## src/rtl/display_scan_driver.sv

```systemverilog
// Four-digit multiplexed 7-segment scan driver: frame-synchronised BCD update,
// anti-ghosting blank interval, leading-zero blanking and whole-display blink.
module display_scan_driver #(
    parameter int REFRESH_DIV  = 50000,
    parameter int BLANK_CYCLES = 64,
    parameter int BLINK_DIV    = 25000000
) (
    input  logic        clock,
    input  logic        reset_n,
    input  logic [15:0] bcd_in,
    input  logic        load,
    input  logic        blank_lead,
    input  logic        blink_en,
    input  logic [3:0]  dp_mask,
    output logic [6:0]  seg_n,
    output logic        dp_n,
    output logic [3:0]  dig_sel_n,
    output logic        frame_done
);
    localparam int SLOT_W  = (REFRESH_DIV > 1) ? $clog2(REFRESH_DIV) : 1;
    localparam int BLINK_W = (BLINK_DIV > 1) ? $clog2(BLINK_DIV) : 1;
    localparam logic [SLOT_W-1:0]  SLOT_LAST  = SLOT_W'(REFRESH_DIV - 1);
    localparam logic [BLINK_W-1:0] BLINK_LAST = BLINK_W'(BLINK_DIV - 1);

    logic [SLOT_W-1:0]  r_slot_cnt;
    logic [1:0]         r_dig_idx;
    logic [BLINK_W-1:0] r_blink_cnt;
    logic               r_blink_phase;
    logic [15:0]        r_active;
    logic [15:0]        r_pending;
    logic               r_pending_valid;

    logic       w_slot_wrap;
    logic       w_boundary;
    logic       w_blank3;
    logic       w_blank2;
    logic       w_blank1;
    logic [3:0] w_blank;
    logic [3:0] w_digit;
    logic       w_lit;

    function automatic logic [6:0] seg_encode(input logic [3:0] bcd);
        case (bcd)
            4'd0:    seg_encode = 7'b1000000;
            4'd1:    seg_encode = 7'b1111001;
            4'd2:    seg_encode = 7'b0100100;
            4'd3:    seg_encode = 7'b0110000;
            4'd4:    seg_encode = 7'b0011001;
            4'd5:    seg_encode = 7'b0010010;
            4'd6:    seg_encode = 7'b0000010;
            4'd7:    seg_encode = 7'b1111000;
            4'd8:    seg_encode = 7'b0000000;
            4'd9:    seg_encode = 7'b0010000;
            default: seg_encode = 7'b0111111;
        endcase
    endfunction

    assign w_slot_wrap = (r_slot_cnt == SLOT_LAST);
    assign w_boundary  = w_slot_wrap && (r_dig_idx == 2'd3);

    // Blanking ripples down from the most significant digit; digit 0 always shows.
    assign w_blank3 = blank_lead && (r_active[15:12] == 4'd0);
    assign w_blank2 = w_blank3 && (r_active[11:8] == 4'd0);
    assign w_blank1 = w_blank2 && (r_active[7:4] == 4'd0);
    assign w_blank  = {w_blank3, w_blank2, w_blank1, 1'b0};

    assign w_digit = r_active[{r_dig_idx, 2'b00} +: 4];
    assign w_lit   = (int'(r_slot_cnt) >= BLANK_CYCLES)
                  && !w_blank[r_dig_idx]
                  && !(blink_en && r_blink_phase);

    // NOTE: clocked state uses non-blocking (<=) so every register samples pre-edge values.
    always_ff @(posedge clock or negedge reset_n) begin
        if (!reset_n) begin
            r_slot_cnt <= '0;
            r_dig_idx  <= 2'd0;
        end else if (w_slot_wrap) begin
            r_slot_cnt <= '0;
            r_dig_idx  <= r_dig_idx + 2'd1;
        end else begin
            r_slot_cnt <= r_slot_cnt + SLOT_W'(1);
        end
    end

    // A load landing on the boundary bypasses pending so it is not a frame late.
    always_ff @(posedge clock or negedge reset_n) begin
        if (!reset_n) begin
            r_active        <= 16'h0000;
            r_pending       <= 16'h0000;
            r_pending_valid <= 1'b0;
        end else if (w_boundary) begin
            if (load) begin
                r_active        <= bcd_in;
                r_pending_valid <= 1'b0;
            end else if (r_pending_valid) begin
                r_active        <= r_pending;
                r_pending_valid <= 1'b0;
            end
        end else if (load) begin
            r_pending       <= bcd_in;
            r_pending_valid <= 1'b1;
        end
    end

    always_ff @(posedge clock or negedge reset_n) begin
        if (!reset_n) begin
            r_blink_cnt   <= '0;
            r_blink_phase <= 1'b0;
        end else if (!blink_en) begin
            r_blink_cnt   <= '0;
            r_blink_phase <= 1'b0;
        end else if (r_blink_cnt == BLINK_LAST) begin
            r_blink_cnt   <= '0;
            r_blink_phase <= ~r_blink_phase;
        end else begin
            r_blink_cnt <= r_blink_cnt + BLINK_W'(1);
        end
    end

    always_ff @(posedge clock or negedge reset_n) begin
        if (!reset_n) begin
            seg_n      <= 7'h7F;
            dp_n       <= 1'b1;
            dig_sel_n  <= 4'hF;
            frame_done <= 1'b0;
        end else begin
            frame_done <= w_boundary;
            if (w_lit) begin
                seg_n     <= seg_encode(w_digit);
                dp_n      <= ~dp_mask[r_dig_idx];
                dig_sel_n <= ~(4'b0001 << r_dig_idx);
            end else begin
                seg_n     <= 7'h7F;
                dp_n      <= 1'b1;
                dig_sel_n <= 4'hF;
            end
        end
    end

endmodule

```

## config.mk

```make
export PLATFORM = sky130hd
export DESIGN_NAME = display_scan_driver
export DESIGN_NICKNAME = d
export VERILOG_FILES = /design/src/rtl/display_scan_driver.sv
export SDC_FILE = /design/constraint.sdc
export NUM_CORES = 1
export LEC_CHECK = 0
export CORE_ASPECT_RATIO = 0.8
export CORE_MARGIN = 2
export CORE_UTILIZATION = 63
export CTS_BUF_LIST = sky130_fd_sc_hd__clkbuf_4
export CTS_CLUSTER_SIZE = 16
export DETAILED_ROUTE_END_ITERATION = 6
export PLACE_DENSITY = 0.89
export SKIP_CTS_REPAIR_TIMING = 1
export SLEW_MARGIN = 20
export SYNTH_ARGS = -nofsm -noshare
export SYNTH_HDL_FRONTEND = slang
export SYNTH_SLANG_ARGS = --single-unit
```

## constraint.sdc

```tcl
create_clock -name clock -period 4.7 [get_ports clock]
set_input_delay 0.47 -clock clock [delete_from_list [all_inputs] [get_ports clock]]
set_output_delay 0.47 -clock clock [all_outputs]
set_load 0.02 [all_outputs]
```

-- Word-level counts from Yosys, hierarchy flattened
Memories as Yosys holds them, arrays and structs flattened.
Index checks and enable logic that the tools add are counted.
- register bits after elaboration: 90
- ROM bits: 112
- input bits: 25
- word-level logic and storage cells: 59
- memories kept: 1
- add/subtract/negate cells: 3
- magnitude comparators: 2
- equality and inequality tests: 4
- shift operators: 2
- muxes and demuxes: 16
- bitwise operators: 4
- reduce and logical (&&, ||, !) cells: 16
- memories (name ; words ; bits a word ; read ports ; clocked after Yosys merged registers in ; write ports ; RTL line ; RTL):
    (name not given) ; 16 ; 7 ; 1 ; 0 ; 0 ; 43 ; case (bcd)
- operators with widths (kind ; number):
    $mux 25 ; 2
    $mux 16 ; 3
    $add 25x1->25 const B ; 1
    $eq 25x25->1 const B ; 1
    $add 16x1->16 const B ; 1
    $eq 16x16->1 const B ; 1
    $ge 16x7->1 const B ; 1
    $shiftx 16x5->4 ; 1
    $logic_not 4->1 ; 3
    $logic_and 1x1->1 ; 7
    $mux 1 ; 7
    $mux 7 ; 1
    $bmux 1 s2 ; 2
    $mux 4 ; 1
    $not 4->4 ; 1
    $reduce_and 2->1 ; 2
    $reduce_bool 2->1 ; 2
    $shl 1x2->4 const A ; 1
    $lt 2x3->1 const B ; 1
    $not 1->1 ; 3
    $add 2x1->2 const B ; 1
    $eq 2x2->1 const B ; 1
    $logic_not 1->1 ; 2
    $ne 2x1->1 const B ; 1

-- Logic depth before layout (Yosys ltp)
Gate-level depths: netlist of the first run.
- depth in word-level cells: 10
- gate-level depth with buffers: 8
- mapped depth without buffers: 7

-- Worst setup path before layout of the first run
OpenSTA, ideal clock, no wires.
- kind: flip-flop to flip-flop
- start point: register r_slot_cnt[13]
- end point: register r_pending[10]
- library setup time: 0.125 ns
- data arrival time: 1.836 ns
- data required time: 4.575 ns
- slack: 2.739 ns
- stages on the path, launching flop included: 8
- buffers on the path: 2
- path through: dfrtp_1 -> or4_4 -> nor2_4 -> and4_4 -> nor2b_2 -> buf_6 -> buf_12 -> mux2_4
- word-level cells in the longest chain between the ends: 4
- RTL lines (item ; RTL line ; RTL):
    from (decl) ; 25 ; logic [SLOT_W-1:0] r_slot_cnt;
    from (signal assigned) ; 81 ; r_slot_cnt <= r_slot_cnt + SLOT_W'(1);
    $eq 16x16->1 ; 58 ; assign w_slot_wrap = (r_slot_cnt == SLOT_LAST);
    $logic_and 1x1->1 ; 59 ; assign w_boundary = w_slot_wrap && (r_dig_idx == 2'd3);
    net w_boundary ; 34 ; logic w_boundary;
    $not 1->1 (no line) ; - ;
    $reduce_and 2->1 (no line) ; - ;
    to (signal assigned) ; 100 ; r_pending <= bcd_in;
    to (decl) ; 30 ; logic [15:0] r_pending;
The timed path passes the listed nets, and every way through them passes these cells.
A chain may end at the register's enable or synchronous reset.

-- Worst setup path after layout of the first run
- start point: input port load
- end point: register r_pending[2]
- word-level cells in the longest chain between the ends: 1
- RTL lines (item ; RTL line ; RTL):
    from (decl) ; 11 ; input logic load,
    $reduce_and 2->1 (no line) ; - ;
No other way between the ends.

==> impl_metrics.toml, run 1 <==
[cells_and_area]
diodes = 0
layout_common_cells = "78 x dfrtp_1, 46 x nor2_1, 36 x clkdlybuf4s50_1"
seqCellArea_mm2 = 0.00227
num-fill-cells = 479
syn_to_final_growth_pct = 11.6
multi_input_area_mm2 = 0.00203
final_nets = 474
final_common_cell = "dfrtp_1"
drive_gt1_frac = 0.122

[synthesis]
synthArstFlopShare = 1.00
yosysTopAreaCell = "dfrtp_1"
synth_edf_count = 0
yosysWarnings = 0
synth_compound_area_frac = 0.0736
synth_top_family_by_area = "simple AND/OR/NAND/NOR gates"
ys_types = 42
yosysSeqAreaShare = 0.509
synth_nets = 441
synth.top_cell.area_share = 0.438
synth_xor_xnor_area_share = 0.0708
synthMuxAreaShare = 0.0812
syn-cell-area_mm2 = 0.00445
synthTopCellsByArea = "dfrtp_1 44%, dfstp_2 7.1%, xor2_1 4.5%"
ys_ff_latch = 90
syn_inst = 404
synth_adder_area_share = 0.0337
synthFlopType = "dfrtp_1"
synth.avg_cell_area_um2 = 11.0
yosys.area_share.simple = 0.197

[clocking]
cts.sinks = 90
cts_tree = "done"
clock_latency_ns = 0.47
path_clk_slew_ns = 0.16
numCtsBuffers = 9
clock_path_buffers = 2
h-tree-depth = 3
root_buffer = "clkbuf_4"

[route]
drc = 0
num_vias = 3165
drtAntennaViolNets = 0
drtIter0Drc = 162
wl_per_cell_um = 16.7
via_per_inst = 5.98
wl_mm = 8.81
first_pass_iters = 4

[flow_run]
cap_violations = 0

[power_and_ir_drop]
leakage_nw = 2.14
irDropWorstVdd_v = 0.000192
powerDensity_mw_per_mm2 = 274

[global_route]
grt_max_degree = 58
grt_first_pass_wirelength_mm = 14.9
grt_usage = 0.242
grt_pass1_vias = 3056
antenna_found_initial = 0
grt_remaining_overflow = 0

[worst_setup_path]
timing.rr.end = "r_blink_cnt[20]"
critPathCaptureType = "flop"
cp_max_fo = 34
crit_start = "load"
reg2reg_from = "r_blink_cnt[11]"
rrSetupSlack_ns = 2.10
r2r_cells = 5
cp.arrival_ns = 2.96
start_kind = "input pin"
crit_required_ns = 5.05
path_class = "in2reg"

[sta]
post-route-period-util = 0.554
max_slew_margin = 0.332
setup_violations = 0
skew_ns = 0.0292
min_period_ns = 2.60
fin_tns_setup_ns = 0
fmax_mhz = 384
setup_ws_ns = 2.10
slew_violations = 0
hold_viol = 0
worst_slew_pin_slew_ns = 0.997
rsz0062_at_grt = "no"

[floorplanning]
die_h_um = 79.2
die_w_um = 98.0
dieArea_mm2 = 0.00776
row_count = 27
num_io_pins = 38
core_area_mm2 = 0.00686
initial_utilization = 0.650

[placed_design]
gp_congestion = 0.894
place_hpwl_mm = 6.17
portBuffers = 37
dp_worst_setup_slack_ns = 1.64

[run_status]
status = "finished, final reports clean"

[min_path]
min_path_type = "in2async"
[logic make-up (layout without fill, tap and decap cells)]
kind of cell	count (synthesis)	after routing
buf+inv	28	66
flops	90	90
mux	24	24
compound gates	52	52
xor+xnor	36	36
simple gates	162	162
fa+ha+maj	12	12
[cell type report]
class	count	area share
clock buffer	9	0.0136
clock inverter	7	0.0138
sequential	90	0.456
tap	87	0.0219
multi-input combinational	286	0.409
inverter	11	0.00830
timing repair buffer	39	0.0775
[cells in the mapped netlist, types with 11 or more instances]
cell type / instances
dfstp_2: 12
ha_1: 12
dfrtp_1: 78
nand3_1: 27
xnor2_1: 13
inv_1: 11
nor2_1: 46
and3b_1: 16
a21oi_1: 24
nand2_1: 26
o2bb2ai_1: 16
xor2_1: 23
[per-stage QoR]
stage	std cells	cell area, µm²	hold slack, ns	power, W	utilization
after floorplan	404	4450	0.174	0.000894	-
after global placement	512	4830	0.436	0.000939	0.704
after detailed placement	512	4830	0.446	0.000945	0.704
after CTS	528	4960	-0.0774	0.00137	0.724
after global routing	529	4970	0.489	0.00141	0.725
final	529	4970	0.454	0.00136	0.725
[power by group]
group / leakage, nW / internal [W] / total (W) / switching (W)
logic: 0.938 / 0.0000617 / 0.000118 / 0.0000560
registers: 1.14 / 0.000798 / 0.000816 / 0.0000185
clock network: 0.0636 / 0.000160 / 0.000428 / 0.000268
[state kept, by name (all words and copies together), names as in the netlist]
signal and cells:
r_blink_cnt 25, r_active 16, r_pending 16, r_slot_cnt 16, seg_n 7, dig_sel_n 4
r_dig_idx 2, dp_n 1, frame_done 1, r_blink_phase 1, r_pending_valid 1
[worst max-delay path by stage]
stage | slack, ns | cells past startpoint | to
after CTS | 2.11 | 5 | r_blink_cnt[20]
after global routing | 1.93 | 5 | r_blink_cnt[20]
after floorplan | 2.74 | 7 | r_pending[10]
after global placement | 1.73 | 3 | r_pending[0]
after detailed placement | 1.64 | 3 | r_pending[2]
final | 2.10 | 3 | r_pending[2]
[worst max-delay path, stage by stage]
cell	delay (ns)
clkdlybuf4s50_1	1.11
nor2b_2	0.95
mux2_2	0.42
[routing by layer]
layer	share of wire	vias up	routed length (µm)	track usage
met5	0	-	0	0
met4	0.013	0	113	0.0722
met3	0.057	15	502	0.0643
met2	0.47	108	4100	0.371
met1	0.46	1548	4090	0.341
li1	-	1494	-	-
(Power assumes the default switching activity.)
==> inputs of run 2 (changes only) <==
Settings changed: CORE_UTILIZATION 63 to 60, PLACE_DENSITY 0.89 to 0.85.
Clock period 4.7 ns to 2.7 ns, I/O delays scaled along.
==> impl_metrics.toml, run 2 (synthesis results as in run 1) <==
[run_status]
status = "finished, final reports clean"

[global_route]
grt_usage = 0.229
grt_max_degree = 85
grt_pass1_vias = 3034
grt_remaining_overflow = 0
grt_first_pass_wirelength_mm = 14.3
antenna_found_initial = 0

[min_path]
min_path_type = "in2async"

[clocking]
cts_tree = "done"
path_clk_slew_ns = 0.14
clock_latency_ns = 0.45
root_buffer = "clkbuf_4"
h-tree-depth = 3
cts.sinks = 90
clock_path_buffers = 2
numCtsBuffers = 9

[sta]
slew_violations = 0
post-route-period-util = 0.912
setup_violations = 0
hold_viol = 0
skew_ns = 0.0200
worst_slew_pin_slew_ns = 1.04
fin_tns_setup_ns = 0
min_period_ns = 2.46
rsz0062_at_grt = "no"
max_slew_margin = 0.303
fmax_mhz = 406

[power_and_ir_drop]
leakage_nw = 2.19
powerDensity_mw_per_mm2 = 468
total_power_w = 0.00235
irDropWorstVdd_v = 0.000301

[placed_design]
dp.cells = 522
dpl-instance-area_mm2 = 0.00488
place_hpwl_mm = 6.04
gp_congestion = 0.817
portBuffers = 37

[cells_and_area]
fin_area_mm2 = 0.00503
num-fill-cells = 527
syn_to_final_growth_pct = 12.8
largest-register = "r_blink_cnt"
layout_common_cells = "78 x dfrtp_1, 46 x nor2_1, 36 x clkdlybuf4s50_1"
final_cells = 539
final_nets = 481
drive_gt1_frac = 0.136
diodes = 0
final_common_cell = "dfrtp_1"
largest_register_ffs = 25

[floorplanning]
die_h_um = 81.1
dieArea_mm2 = 0.00813
die_w_um = 100
num_io_pins = 38
core_area_mm2 = 0.00729
row_count = 28
initial_utilization = 0.611

[flow_run]
cap_violations = 0

[route]
drtAntennaViolNets = 0
top_layer_used = "met4"
num_vias = 3161
wl_mm = 8.52
first_pass_iters = 4
wl_met2_mm = 3.90
wl_per_cell_um = 15.8
drtIter0Drc = 213
drc = 0
via_per_inst = 5.86
wl_met3_um = 434
met1_length_mm = 4.09

[worst_setup_path]
critPathCaptureType = "flop"
cp_max_fo = 16
cp.arrival_ns = 2.79
path_class = "reg2reg"
crit_required_ns = 3.03
start_kind = "flop"
-- run 2: cell count changes in the layout (fill, tap and decap cells not counted), sizes merged --
cell / previous run / this run
clkbuf: 9 / 11
buf: 2 / 9
inv: 12 / 11
clkinv: 2 / 4
clkinvlp: 3 / 0
-- run 2: report_power, final --
group	leakage [nW]	switching, W	internal (W)	total (W)
Sequential	1.14	0.0000302	0.00139	0.00142
Combinational	0.975	0.0000968	0.000111	0.000208
Clock	0.0757	0.000432	0.000295	0.000727
Total	2.19	0.000559	0.00179	0.00235
-- run 2: routing by layer --
layer,track usage,vias to the layer above
li1,-,1511
met1,0.329,1560
met2,0.339,79
met3,0.0637,11
met4,0.0781,0
met5,0,-
-- run 2: worst max-delay path, stage by stage (launching register included) --
cell	delay [ns]
dfrtp_1	0.47
ha_1	0.31
nand4_1	0.12
nor2_1	0.05
and4_4	0.19
nor2b_2	0.80
mux2_2	0.42
-- run 2: area by class of cell --
class	count	area, µm²	share of cell area
repair buffers	46	442	0.0879
multi-input cells	286	2030	0.405
clock buffers	11	82.6	0.0164
inverters	11	41.3	0.00822
clock inverters	5	47.5	0.00946
flip-flops and latches	90	2270	0.451
well taps	90	113	0.0224
-- run 2: path summary, 6_finish.rpt --
check	end	slack, ns	start	cells after the start
setup / recovery	r_pending[3]	0.24	r_slot_cnt[0]	6
hold / removal	r_blink_cnt[14]	0.39	reset_n	2
setup reg to reg	r_pending[3]	0.24	r_slot_cnt[0]	6
hold reg to reg	r_slot_cnt[5]	0.50	r_slot_cnt[5]	1
max in group asynchronous	seg_n[1]	1.63	reset_n	3
min in group clock	r_pending[9]	0.45	bcd_in[9]	2
-- run 2: stage by stage --
stage / setup slack [ns] / util / hold WS [ns]
after floorplan: 0.739 / - / -0.0256
after global placement: 0.340 / 0.670 / 0.460
after detailed placement: 0.262 / 0.670 / 0.483
after CTS: 0.251 / 0.688 / 0.0170
after global routing: 0.142 / 0.690 / 0.434
final: 0.237 / 0.690 / 0.389
==> inputs of run 3 (changes only) <==
Settings changed: CAP_MARGIN from default to 30, CTS_CLUSTER_DIAMETER from default to 60, SETUP_SLACK_MARGIN from default to 0.05.
==> impl_metrics.toml, run 3 (synthesis results as in run 1) <==
[route]
via_per_inst = 5.79
top_layer_used = "met4"
wl_per_cell_um = 16.0
num_vias = 3131
first_pass_iters = 4
met1_length_mm = 4.16
drtAntennaViolNets = 0
drc = 0
drtIter0Drc = 203
wl_met2_mm = 4.00
wl_mm = 8.68
wl_met3_um = 415

[worst_setup_path]
cp.arrival_ns = 2.47
cp_max_fo = 13
start_kind = "flop"
rrSetupSlack_ns = 0.53
path_class = "reg2reg"
crit_required_ns = 3.01
critPathCaptureType = "flop"
reg2reg_from = "r_blink_cnt[11]"
r2r_cells = 6
timing.rr.end = "r_blink_cnt[0]"

[clocking]
root_buffer = "clkbuf_4"
clock_latency_ns = 0.43
h-tree-depth = 3
clock_path_buffers = 2
cts_tree = "done"
numCtsBuffers = 9
cts.sinks = 90
path_clk_slew_ns = 0.14

[sta]
fmax_mhz = 461
slew_violations = 0
setup_violations = 0
min_period_ns = 2.17
fin_tns_setup_ns = 0
worst_slew_pin_slew_ns = 0.795
max_slew_margin = 0.465
rsz0062_at_grt = "no"
hold_viol = 0
skew_ns = 0.0230
post-route-period-util = 0.803

[cells_and_area]
num-fill-cells = 541
fin_util = 0.694
diodes = 0
largest_register_ffs = 25
final_nets = 483
syn_to_final_growth_pct = 13.6
layout_common_cells = "78 x dfrtp_1, 46 x nor2_1, 36 x clkdlybuf4s50_1"
final_common_cell = "dfrtp_1"
drive_gt1_frac = 0.144
largest-register = "r_blink_cnt"

[global_route]
grt_max_degree = 45
grt_usage = 0.227
grt_pass1_vias = 2975
antenna_found_initial = 0
grt_remaining_overflow = 0
grt_first_pass_wirelength_mm = 14.3

[floorplanning]
num_io_pins = 38
dieArea_mm2 = 0.00813
row_count = 28
initial_utilization = 0.611
die_h_um = 81.1
core_area_mm2 = 0.00729
die_w_um = 100

[flow_run]
cap_violations = 0

[placed_design]
portBuffers = 37
place_hpwl_mm = 6.15
gp_congestion = 0.817

[power_and_ir_drop]
powerDensity_mw_per_mm2 = 468
leakage_nw = 2.21
irDropWorstVdd_v = 0.000354
total_power_w = 0.00237

[min_path]
min_path_type = "in2async"

[run_status]
status = "finished, final reports clean"
-- run 3: layout make-up --
type,instances,area [µm²],area share
Clock buffer,12,90.1,0.0178
Clock inverter,4,45.0,0.00890
Inverter,11,41.3,0.00816
Multi-Input combinational cell,286,2030,0.402
Sequential cell,90,2270,0.448
Tap cell,90,113,0.0223
Timing Repair Buffer,48,469,0.0928
-- run 3: critical path, stage by stage (launching register included) --
cell,delay (ns)
dfrtp_1,0.41
nand2_1,0.12
or4_1,0.50
nor4_1,0.57
nand2b_1,0.20
buf_4,0.19
nor2_1,0.07
-- run 3: where the power goes --
part	switching (W)	total (W)	leakage (nW)	internal (W)
Clock	0.000425	0.000735	0.0811	0.000310
Combinational	0.0000985	0.000213	0.989	0.000115
Sequential	0.0000311	0.00142	1.14	0.00139
Total	0.000554	0.00237	2.21	0.00181
-- run 3: through the flow --
| stage | hold WS, ns | cells | cell area, µm² | setup WS, ns |
|---|---|---|---|---|
| 4_1_cts | -0.207 | 539 | 5040 | 0.253 |
| 3_3_place_gp | 0.460 | 522 | 4880 | 0.340 |
| 2_1_floorplan | -0.0256 | 404 | 4450 | 0.739 |
| 5_1_grt | 0.366 | 541 | 5060 | 0.391 |
| 3_5_place_dp | 0.283 | 523 | 4900 | 0.260 |
| 6_report | 0.337 | 541 | 5060 | 0.533 |
-- run 3: routing by layer --
metal  GRT usage  up-vias
met5           0        -
met4      0.0548        0
met3      0.0465       11
met2       0.350       96
met1       0.334     1519
li1            -     1505
-- run 3: worst max path at each step --
stage,depth (start not counted),to,startpoint
finish,6,r_blink_cnt[0],r_blink_cnt[11]
detailed placement,6,r_pending[3],r_slot_cnt[0]
CTS,6,r_pending[3],r_slot_cnt[0]
global route,6,r_blink_cnt[3],r_blink_cnt[11]
floorplan,7,r_pending[10],r_slot_cnt[13]
global placement,6,r_pending[3],r_slot_cnt[0]
